## src/rtl/pwm_capture.sv

```systemverilog
// Measures high-time and period of an asynchronous PWM input in clk cycles; one result per period.
// Result valid SYNC_STAGES+1 edges after pwm_in rises; no backpressure, strobes are single-cycle.
module pwm_capture #(
   parameter int B           = 16,
   parameter int SYNC_STAGES = 2
) (
   input  logic         clk,
   input  logic         reset,
   input  logic         en,
   input  logic         pwm_in,
   output logic [B-1:0] high_width,
   output logic [B-1:0] period,
   output logic         valid,
   output logic         timeout,
   output logic         busy
);

   typedef enum logic [1:0] {
      IDLE      = 2'd0,
      WAIT_RISE = 2'd1,
      HIGH      = 2'd2,
      LOW       = 2'd3
   } state_t;

   localparam logic [B-1:0] CNT_MAX = {B{1'b1}};
   localparam logic [B-1:0] CNT_ONE = {{(B-1){1'b0}}, 1'b1};

   state_t                 state_q, state_d;
   logic [SYNC_STAGES-1:0] sync_q;
   logic                   s, s_d_q, rise, fall;
   logic [B-1:0]           cnt_p_q, cnt_p_d, cnt_h_q, cnt_h_d;
   logic [B-1:0]           cnt_p_inc, cnt_h_inc;
   logic [B-1:0]           high_width_q, high_width_d;
   logic [B-1:0]           period_q, period_d;
   logic                   valid_q, valid_d, timeout_q, timeout_d;
   logic                   tmo_hit;

   always_ff @(posedge clk or posedge reset) begin
      if (reset) begin
         state_q      <= IDLE;
         sync_q       <= '0;
         s_d_q        <= 1'b0;
         cnt_p_q      <= '0;
         cnt_h_q      <= '0;
         high_width_q <= '0;
         period_q     <= '0;
         valid_q      <= 1'b0;
         timeout_q    <= 1'b0;
      end else begin
         state_q      <= state_d;
         sync_q       <= {sync_q[SYNC_STAGES-2:0], pwm_in};
         s_d_q        <= s;
         cnt_p_q      <= cnt_p_d;
         cnt_h_q      <= cnt_h_d;
         high_width_q <= high_width_d;
         period_q     <= period_d;
         valid_q      <= valid_d;
         timeout_q    <= timeout_d;
      end
   end

   assign s    = sync_q[SYNC_STAGES-1];
   assign rise = s & ~s_d_q;
   assign fall = ~s & s_d_q;

   // Counters saturate so a stuck line can never alias into a short period.
   assign cnt_p_inc = (cnt_p_q == CNT_MAX) ? cnt_p_q : cnt_p_q + CNT_ONE;
   assign cnt_h_inc = (cnt_h_q == CNT_MAX) ? cnt_h_q : cnt_h_q + CNT_ONE;
   assign tmo_hit   = (cnt_p_q == CNT_MAX) && !rise;

   always_comb begin
      state_d = state_q;
      if (!en) begin
         state_d = IDLE;
      end else begin
         case (state_q)
            IDLE:      state_d = WAIT_RISE;
            WAIT_RISE: if (rise) state_d = HIGH;
            HIGH: begin
               if (tmo_hit)   state_d = WAIT_RISE;
               else if (fall) state_d = LOW;
            end
            LOW: begin
               if (rise)         state_d = HIGH;
               else if (tmo_hit) state_d = WAIT_RISE;
            end
            default:   state_d = IDLE;
         endcase
      end
   end

   always_comb begin
      cnt_p_d      = cnt_p_q;
      cnt_h_d      = cnt_h_q;
      high_width_d = high_width_q;
      period_d     = period_q;
      valid_d      = 1'b0;
      timeout_d    = 1'b0;
      if (!en) begin
         cnt_p_d = '0;
         cnt_h_d = '0;
      end else begin
         case (state_q)
            IDLE: begin
               cnt_p_d = '0;
               cnt_h_d = '0;
            end
            WAIT_RISE: begin
               if (rise) begin
                  cnt_p_d = CNT_ONE;
                  cnt_h_d = CNT_ONE;
               end
            end
            HIGH: begin
               if (tmo_hit) begin
                  timeout_d    = 1'b1;
                  period_d     = '0;
                  high_width_d = '0;
                  cnt_p_d      = '0;
                  cnt_h_d      = '0;
               end else begin
                  cnt_p_d = cnt_p_inc;
                  if (!fall) cnt_h_d = cnt_h_inc;
               end
            end
            LOW: begin
               // The closing rise also opens the next period, so nothing is lost.
               if (rise) begin
                  period_d     = cnt_p_q;
                  high_width_d = cnt_h_q;
                  valid_d      = 1'b1;
                  cnt_p_d      = CNT_ONE;
                  cnt_h_d      = CNT_ONE;
               end else if (tmo_hit) begin
                  timeout_d    = 1'b1;
                  period_d     = '0;
                  high_width_d = '0;
                  cnt_p_d      = '0;
                  cnt_h_d      = '0;
               end else begin
                  cnt_p_d = cnt_p_inc;
               end
            end
            default: begin
               cnt_p_d = '0;
               cnt_h_d = '0;
            end
         endcase
      end
   end

   assign high_width = high_width_q;
   assign period     = period_q;
   assign valid      = valid_q;
   assign timeout    = timeout_q;
   assign busy       = (state_q != IDLE);

endmodule
```

## config.mk

```make
export PLATFORM = sky130hd
export DESIGN_NAME = pwm_capture
export DESIGN_NICKNAME = d
export VERILOG_FILES = /design/src/rtl/pwm_capture.sv
export SDC_FILE = /design/constraint.sdc
export NUM_CORES = 1
export LEC_CHECK = 0
export BUFFER_PORTS_ARGS = -buffer_cell sky130_fd_sc_hd__buf_4
export CAP_MARGIN = 20
export CORE_ASPECT_RATIO = 2
export CORE_UTILIZATION = 35
export CTS_CLUSTER_DIAMETER = 60
export DETAILED_ROUTE_END_ITERATION = 12
export PLACE_DENSITY = 0.5
export SETUP_SLACK_MARGIN = 0.1
export SLEW_MARGIN = 20
export SYNTH_ARGS = -nofsm -noshare
export SYNTH_HDL_FRONTEND = slang
export SYNTH_SLANG_ARGS = --single-unit
```

## constraint.sdc

```tcl
create_clock -name clk -period 3.1 [get_ports clk]
set_input_delay 0.62 -clock clk [delete_from_list [all_inputs] [get_ports clk]]
set_output_delay 0.62 -clock clk [all_outputs]
set_load 0.005 [all_outputs]
```

Word level (Yosys, flattened, before mapping) --
Index checks and enable logic that the tools add are counted. W data, S select, Z words.
Operators by class: $add $sub $neg 2, multipliers 0, div/mod/pow operators 0, magnitude comparators 0, equal/unequal tests 10, shifts and indexed selects 0, multiplexer cells 33, bitwise logic cells 4, reduce and logical (&&, ||, !) cells 8
Operators with widths (count):
- $mux W16 | 15
- $pmux W16 S4 | 2
- $pmux W16 S2 | 2
- $add A16 B1 Y16 const B | 2
- $eq A16 B16 Y1 const B | 2
- $ne A4 B4 Y1 const B | 4
- $mux W2 | 6
- $pmux W2 S4 | 1
- $mux W1 | 6
- $eq A2 B2 Y1 const B | 2
- $reduce_and A4 Y1 | 1
- $reduce_bool A2 Y1 | 2
- $ne A3 B3 Y1 const B | 1
- $reduce_and A3 Y1 | 1
- $and A1 B1 Y1 | 2
- $eq A2 B1 Y1 const B | 1
- $logic_not A2 Y1 | 1
- $not A1 Y1 | 2
- $pmux W1 S2 | 1
- $reduce_and A2 Y1 | 1
- $logic_and A1 B1 Y1 | 1
- $logic_not A1 Y1 | 1
Word-level totals: bits in registers 71, bits in latches 0, memory bits (writable) 0, memory bits (read-only) 0, input port bits 4, memories kept 0

Logic depth before layout (Yosys ltp) --
Gate-level depths: netlist (run 1).
word-level depth 8, mapped depth 7, gate-level depth less buffers 6

Least setup slack after synthesis (run 1) --
No wires, ideal clock.
path type flip-flop to flip-flop, start point reg cnt_p_q[0], end point reg cnt_h_q[0], setup time 0.128 ns, arrival time 1.859 ns, slack 1.113 ns, stages on the path, launching flop included 8, path buffers 1, clock period less this slack 1.987 ns, cell sequence dfrtp_1 > ha_1 > nand3_1 > or4_1 > buf_2 > o21ai_4 > nor2_1 > mux2_1
Between the ends: cells in the longest elaborated chain, start to end 5, elaborated cells between the ends (all ways) 9, those cells by class 4 x eq/ne; 3 x mux; 2 x reduce/logical
RTL lines:
- start, declared | line 31 | logic [B-1:0] cnt_p_q, cnt_p_d, cnt_h_q, cnt_h_d;
- start signal, assigned | line 53 | cnt_p_q <= cnt_p_d;
- $eq A16 B16 Y1 * | line 69 | assign tmo_hit = (cnt_p_q == CNT_MAX) && !rise;
- $logic_and A1 B1 Y1 * | line 69
- $mux W16 | line 115 | if (tmo_hit) begin
- $pmux W16 S4 | line 103 | case (state_q)
- $mux W16 | line 99 | if (!en) begin
- end signal, assigned | line 54 | cnt_h_q <= cnt_h_d;
- end, declared | line 31
Mark *: on every way between the ends. The rest lies on a longest branch, timed or not. A chain may end at the register's enable or synchronous reset.

Final worst setup path (run 1) --
start point reg cnt_p_q[15], end point reg high_width_q[14] (netlist: high_width[14])
Between the ends: cells in the longest elaborated chain, start to end 5
RTL lines:
- $eq A16 B16 Y1 * | line 69
- $logic_and A1 B1 Y1 * | line 69
- $mux W16 *
- $mux W16
- $pmux W16 S2 *
- end signal, assigned | line 55 | high_width_q <= high_width_d;
- end, declared | line 33 | logic [B-1:0] high_width_q, high_width_d;
Marked as above.

==> results of run 1 <==
## routing by layer
metal | vias up | GRT usage, % | part of all wire [%]
met4 | 0 | 8.000 | 2.2
met5 | - | 0 | 0
met2 | 51 | 36.74 | 59
met1 | 1340 | 19.35 | 36
met3 | 13 | 3.561 | 2.4
li1 | 1240 | - | -
## state kept, by name (all words and copies together), names as in the netlist
name and count:
valid 1, sync_q 2, timeout 1, period 16, high_width 16, state_q 2, cnt_p_q 16, s_d_q 1
cnt_h_q 16
## layout by cell type (no fill, tap or decap), types with 3 or more instances in the layout
| cell | count |
|---|---|
| nor2_1 | 26 |
| nor4_1 | 6 |
| nand2b_1 | 4 |
| or4_1 | 3 |
| and3_1 | 7 |
| a21oi_1 | 13 |
| nand2_1 | 22 |
| nor3_1 | 7 |
| a21boi_0 | 3 |
| xnor2_1 | 9 |
| buf_4 | 46 |
| o211ai_1 | 3 |
| xor2_1 | 5 |
| a31oi_1 | 5 |
| a22o_1 | 34 |
| o21ai_1 | 3 |
| a211oi_1 | 6 |
| nand3_1 | 13 |
| nor2b_1 | 6 |
| inv_1 | 6 |
| bufinv_16 | 4 |
| o21ai_0 | 11 |
| clkbuf_16 | 9 |
| dfrtp_1 | 71 |
| nand4_1 | 6 |
## cell type report
class,instances,area (sq um)
multi-input cells,219,1406
flip-flops and latches,71,1777
clock inverters,6,132.6
repair buffers,47,365.4
well taps,102,127.6
inverters,7,26.28
fillers,851,4949
clock buffers,10,229.0
## worst min-delay path by stage
stage / startpoint / end / cells past startpoint
CTS: reset / high_width[3] / 2
global placement: sync_q[0] / sync_q[1] / 0
detailed placement: sync_q[0] / sync_q[1] / 0
floorplan: sync_q[0] / sync_q[1] / 0
global route: sync_q[0] / sync_q[1] / 0
finish: reset / sync_q[1] / 2
## logic make-up after synthesis
family                   after synthesis
adder cells (fa/ha/maj)                2
AND/OR/NAND/NOR                      113
AO/OA/AOI/OAI                         88
multiplexers                           2
flip-flops                            71
buffers and inverters                 23
XOR/XNOR                              14
## worst reg2reg max path: stages (launching register included)
cell,delay [ns]
dfrtp_1,0.47
nand4_1,0.27
nor4_1,0.50
nand2_1,0.18
a21o_1,0.42
buf_4,0.31
a22o_1,0.25
## report_power, final
part | switching [uW] | leakage (uW) | total, uW | internal [uW]
Sequential | 13.1 | 0.000981 | 948 | 935
Combinational | 54.4 | 0.000672 | 80.3 | 25.9
Clock | 398 | 0.000173 | 1260 | 866
## metrics by stage
| step | power (uW) | hold slack [ns] | setup slack (ns) | utilization (%) |
|---|---|---|---|---|
| floorplan | 1011 | 0.3312 | 0.6834 | - |
| global placement | 1048 | 0.3355 | 0.6295 | 41.08 |
| detailed placement | 1048 | 0.3417 | 0.5985 | 41.08 |
| CTS | 2318 | 0.3416 | 0.5793 | 45.09 |
| global route | 2368 | 0.3560 | 0.4204 | 45.09 |
| finish | 2293 | 0.3315 | 0.5879 | 45.09 |
==> parameters.txt, run 1 <==
Parameter                              Value

Clocking
  Clk pin slew, worst setup/hold paths    0.06 ns
  Num Clock Sinks    71
  TritonCTS clock tree    yes
  Clock buffers created by TritonCTS    9
  H-tree lvl count    3
  Hold-fix buffers, CTS    0
  Clock latency reported for the late side of the worst-skew pair    0.33 ns
  Clock buffer depth    2
  Post-CTS Repair Setup Buffers    0
  Post-cts gate resize count    0
  Root buf cell    clkbuf_16

GRT
  Leftover overflow at the end of global routing    0
  Via count of the first global-routing pass    2728
  Overall Global Routing Usage    19.13%
  Pin count of the biggest net entering global routing    29
  Number of antenna violations at the first check in global routing    0
  Global-route wire length before repair    14390 um

STA
  Remaining max-slew budget at the tightest pin    42.22%
  Worst clock skew    0.005749 ns
  Number of failing hold endpoints at the final stage    0
  TNS Setup    0 ns
  Share of the cycle needed by the critical path after routing    81.04%
  Final setup vio count    0
  Setup repair after global routing missed its margin    no
  Actual slew at the worst max-slew pin    0.8601 ns
  Final max-slew violation count    0
  Crit path time final    2.512 ns
  Maximum clock rate    0.3981 GHz

Yosys
  Sequential share of the synthesized area    54.34%
  Average size of a mapped cell    10.45 sq um
  Primary FF master, synth    dfrtp_1
  Commonest cells in the synthesized netlist    71 x dfrtp_1, 34 x a22o_1, 27 x nor2_1
  Number of instances in the synthesized netlist    313
  Post-synthesis mux area share    0.6889%
  Synth warn    0
  Count of distinct cell types in the synthesized netlist    43
  Synthesized-area fraction occupied by ao, oa, aoi and oai cells    19.86%
  Area contributors post-synth    dfrtp_1 54%, a22o_1 9.1%, nor2_1 3.1%
  Area of the mapped netlist    3269 sq um
  Area share of the largest cell type after synthesis    54.34%
  Most area-hungry cell type in the Yosys netlist    dfrtp_1
  Net count after synthesis    319
  Post-synthesis adder-cell area fraction    0.7654%
  Combinational family with the most area after synthesis    compound AO/OA/AOI/OAI gates
  Xor and xnor fraction of the mapped netlist area    3.750%
  Area share of and/or/nand/nor cells after synthesis    17.87%
  Most frequently used cell type in the post-synthesis netlist    dfrtp_1
  FFs w/ async S/R, synth    100.0%
  Number of enable-type register cells in the synthesized netlist    0
  Total of flip-flops plus latches after synthesis    71

Setup path
  Required arrival time at the worst endpoint    3.32 ns
  Setup slack on the worst flop-to-flop path    0.59 ns
  Launching point of the worst reg2reg path    cnt_p_q[15]
  Termination of the worst setup path    high_width[14]
  CP Buf/Inv Count    1
  Cells on worst reg2reg path    6
  Maximum fanout count along the critical path    17
  List of cells traversed by the critical path    nand4_1, nor4_1, nand2_1, a21o_1, buf_4, a22o_1
  Logic depth of the worst setup path including buffers    6
  Crit path capture type    flip-flop
  Setup crit start kind    flip-flop
  Library cell contributing the largest single delay on the critical path    nor4_1
  Startpoint of the worst setup timing path    cnt_p_q[15]
  Reg-to-reg critical path endpoint    high_width[14]
  Arrival time of data at the critical path endpoint    2.73 ns
  Critical path start-end classification    reg -> reg
  Top Family by Delay on Critical Path    simple AND/OR/NAND/NOR gates
  Slowest stage delay, CP    0.50 ns

Routing
  Wirelength per Cell    18.99 um
  Remaining number of nets flagged by the antenna check after routing    0
  Routed vias/inst    5.723
  Initial DRT Pass Iterations    6
  DRC viols    0
  Count of routing violations after the opening detailed-route iteration    172
  Total via count after detailed routing    2644
  Final WL    8774 um

Power
  Leakage Power    0.001826 uW
  Power density over the cells    564.1 nW/um^2
  Max IR drop VDD    0.2981 mV

Die
  Initial Utilization    36.28%
  Height of the chip    138.7 um
  Area of the placeable core    9012 sq um
  Top-level port count    39
  Core Rows    49
  Floorplan die width    70.34 um
  Die area    9755 sq um

Finish
  Final Instance Count excl. Fillers    462
  Count of inserted antenna diode cells    0
  Finished layout cell area    4064 sq um
  Fraction of layout instances using a drive strength above 1    19.17%
  Synthesis-to-finish area growth    24.30%
  Post-layout nets    361

Placed design
  Detailed-placement wirelength estimate    6431 um
  Cell area after placement    3702 sq um
  Buffers on Ports    38
  RePlAce Congestion    0.8960
  Number of instances in the placed design    446

Flow run
  Max capacitance violation total    0

Worst hold path
  Path class of the lowest-slack min-delay path    in -> async

Status
  Result of the run    completed
Power figures use the tool's default switching activity.
==> run 2: changes to the inputs <==
--- a/config.mk
+++ b/config.mk
@@ -11,7 +11,7 @@
 export CORE_UTILIZATION = 35
 export CTS_CLUSTER_DIAMETER = 60
 export DETAILED_ROUTE_END_ITERATION = 12
-export PLACE_DENSITY = 0.5
+export PLACE_DENSITY = 0.51
 export SETUP_SLACK_MARGIN = 0.1
 export SLEW_MARGIN = 20
 export SYNTH_ARGS = -nofsm -noshare
==> constraint.sdc (replaced) <==
create_clock -name clk -period 2.3 [get_ports clk]
set_input_delay 0.46 -clock clk [delete_from_list [all_inputs] [get_ports clk]]
set_output_delay 0.46 -clock clk [all_outputs]
set_load 0.005 [all_outputs]
==> run 2 against run 1 <==
  * Clock skew about the same
  * Global-route usage is 0.80 points higher
  * Flip-flop and latch count stayed put
  * Clock power up 26%
  * Clock-buffer cell count down 1
  * Die area unchanged
  * Hold slack worse by 0.16 ns
  * Final cell count is 4.8% higher
  * Via count is 2.5% higher
  * Design area grew 4.7%
  * Core utilization increased by 2.1 points
==> parameters.txt, run 2 (same netlist as run 1, synthesis figures left out) <==
Parameter                              Value

Setup path
  List of cells traversed by the critical path    nand4_2, or4_1, o21ai_1, buf_4, o21ai_1, a22o_1
  Crit path capture type    flip-flop
  Setup crit start kind    flip-flop
  Required arrival time at the worst endpoint    2.52 ns (-0.80 ns)
  Critical path start-end classification    reg -> reg
  Arrival time of data at the critical path endpoint    2.32 ns (-0.41 ns)
  Library cell contributing the largest single delay on the critical path    or4_1
  Slowest stage delay, CP    0.58 ns (+0.08 ns)
  Maximum fanout count along the critical path    5 (-12)
  Cell repeated most along the worst path    o21ai_1

Clocking
  Root buf cell    clkbuf_16
  Clk pin slew, worst setup/hold paths    0.06 ns (about the same)
  Clock buffer depth    2 (unchanged)
  Post-CTS Repair Setup Buffers    0 (unchanged)
  Post-cts gate resize count    0 (unchanged)
  Num Clock Sinks    71 (unchanged)
  Hold-fix buffers, CTS    0 (unchanged)
  H-tree lvl count    3 (unchanged)
  Clock buffers created by TritonCTS    9 (unchanged)
  Clock latency reported for the late side of the worst-skew pair    0.33 ns (about the same)
  TritonCTS clock tree    yes

Placed design
  RePlAce Congestion    0.9187 (+2.5%)
  Buffers on Ports    38 (unchanged)
  Detailed-placement wirelength estimate    6661 um (+3.6%)

Die
  Core Rows    49 (unchanged)
  Initial Utilization    36.28% (unchanged)
  Area of the placeable core    9012 sq um (unchanged)
  Top-level port count    39 (unchanged)
  Height of the chip    138.7 um (unchanged)
  Die area    9755 sq um (unchanged)
  Floorplan die width    70.34 um (unchanged)

GRT
  Pin count of the biggest net entering global routing    50 (+72%)
  Number of antenna violations at the first check in global routing    0 (unchanged)
  Global-route wire length before repair    14790 um (+2.8%)
  Overall Global Routing Usage    19.93% (+0.80 points)
  Via count of the first global-routing pass    2879 (+5.5%)
  Leftover overflow at the end of global routing    0 (unchanged)

STA
  Share of the cycle needed by the critical path after routing    91.36% (+10 points)
  Number of failing hold endpoints at the final stage    0 (unchanged)
  Remaining max-slew budget at the tightest pin    63.42% (+21 points)
  Final max-slew violation count    0 (unchanged)
  TNS Setup    0 ns (unchanged)
  Setup repair after global routing missed its margin    no
  Worst clock skew    0.005970 ns (+0.0002207 ns)
  Actual slew at the worst max-slew pin    0.5436 ns (-0.3164 ns)
  Final setup vio count    0 (unchanged)
  Crit path time final    2.101 ns (-0.4108 ns)
  Maximum clock rate    0.4759 GHz (+20%)
  Post-Route Hold Slack    0.1734 ns (-0.1582 ns)

Routing
  Total via count after detailed routing    2710 (+2.5%)
  Routed vias/inst    5.599 (-2.2%)
  Initial DRT Pass Iterations    4 (-2)
  Final WL    9020 um (+2.8%)
  Remaining number of nets flagged by the antenna check after routing    0 (unchanged)
  Wirelength per Cell    18.64 um (-1.9%)
  Count of routing violations after the opening detailed-route iteration    126 (-27%)
  DRC viols    0 (unchanged)

Power
  Power density over the cells    701.4 nW/um^2 (+24%)
  Leakage Power    0.001940 uW (+6.3%)
  Total chip power    2984 uW (+30%)
  Max IR drop VDD    0.5612 mV (+88%)

Finish
  Count of inserted antenna diode cells    0 (unchanged)
  Commonest non-fill, non-tap cells in the layout    71 x dfrtp_1, 65 x buf_4, 34 x a22o_1
  Synthesis-to-finish area growth    30.12%
  Leading cell type in the layout, fill and taps excluded    dfrtp_1
  Fraction of layout instances using a drive strength above 1    24.08% (+4.9 points)
  Post-layout nets    383 (+6.1%)

Worst hold path
  Path class of the lowest-slack min-delay path    in -> async

Flow run
  Max capacitance violation total    0 (unchanged)

Status
  Result of the run    completed
## run 2: area by class of cell
cell class              count  area, sq um
flip-flops and latches     71         1777
clock inverters             7        120.1
repair buffers             69        568.0
multi-input cells         219         1406
inverters                   7        30.03
well taps                 102        127.6
clock buffers               9        225.2
fillers                   861         4758
## run 2: path summary, 6_finish.rpt
path	start	end	slack, ns	cells past startpoint
max	cnt_p_q[6]	cnt_p_q[4]	0.20	6
min	reset	high_width[2]	0.17	2
max reg2reg	cnt_p_q[6]	cnt_p_q[4]	0.20	6
min reg2reg	sync_q[0]	sync_q[1]	0.35	0
max in group asynchronous	reset	cnt_h_q[12]	1.51	3
min in group clk	pwm_in	sync_q[0]	0.24	1
## run 2: metal layers
| metal | track usage, % | wire length (um) |
|---|---|---|
| met5 | 0 | 0 |
| met4 | 9.895 | 253 |
| met3 | 3.561 | 210 |
| met1 | 19.73 | 3175 |
| met2 | 38.10 | 5380 |
## run 2: power by group
| group | leakage [uW] | switching [uW] | internal, uW | total [uW] |
|---|---|---|---|---|
| clock | 0.000166 | 527 | 1060 | 1590 |
| combinational | 0.000793 | 77.1 | 41.6 | 119 |
| sequential | 0.000981 | 15.5 | 1260 | 1280 |
| total | 0.00194 | 620 | 2360 | 2980 |
## run 2: worst max-delay path: cells and delay by family, from the launching register on
kind | cells | cell delay [ns]
buf+inv | 1 | 0.19
compound gates | 3 | 0.63
flops | 1 | 0.41
simple gates | 2 | 0.76
## run 2: metrics by stage
step	util (%)	instances	instance area (sq um)	worst slack [ns]
after detailed placement	43.37	468	3909	0.2321
after global placement	43.37	468	3909	0.2566
after CTS	47.20	484	4254	0.2151
final	47.20	484	4254	0.1987
after global routing	47.20	484	4254	0.1236
after floorplan	-	313	3273	0.3134
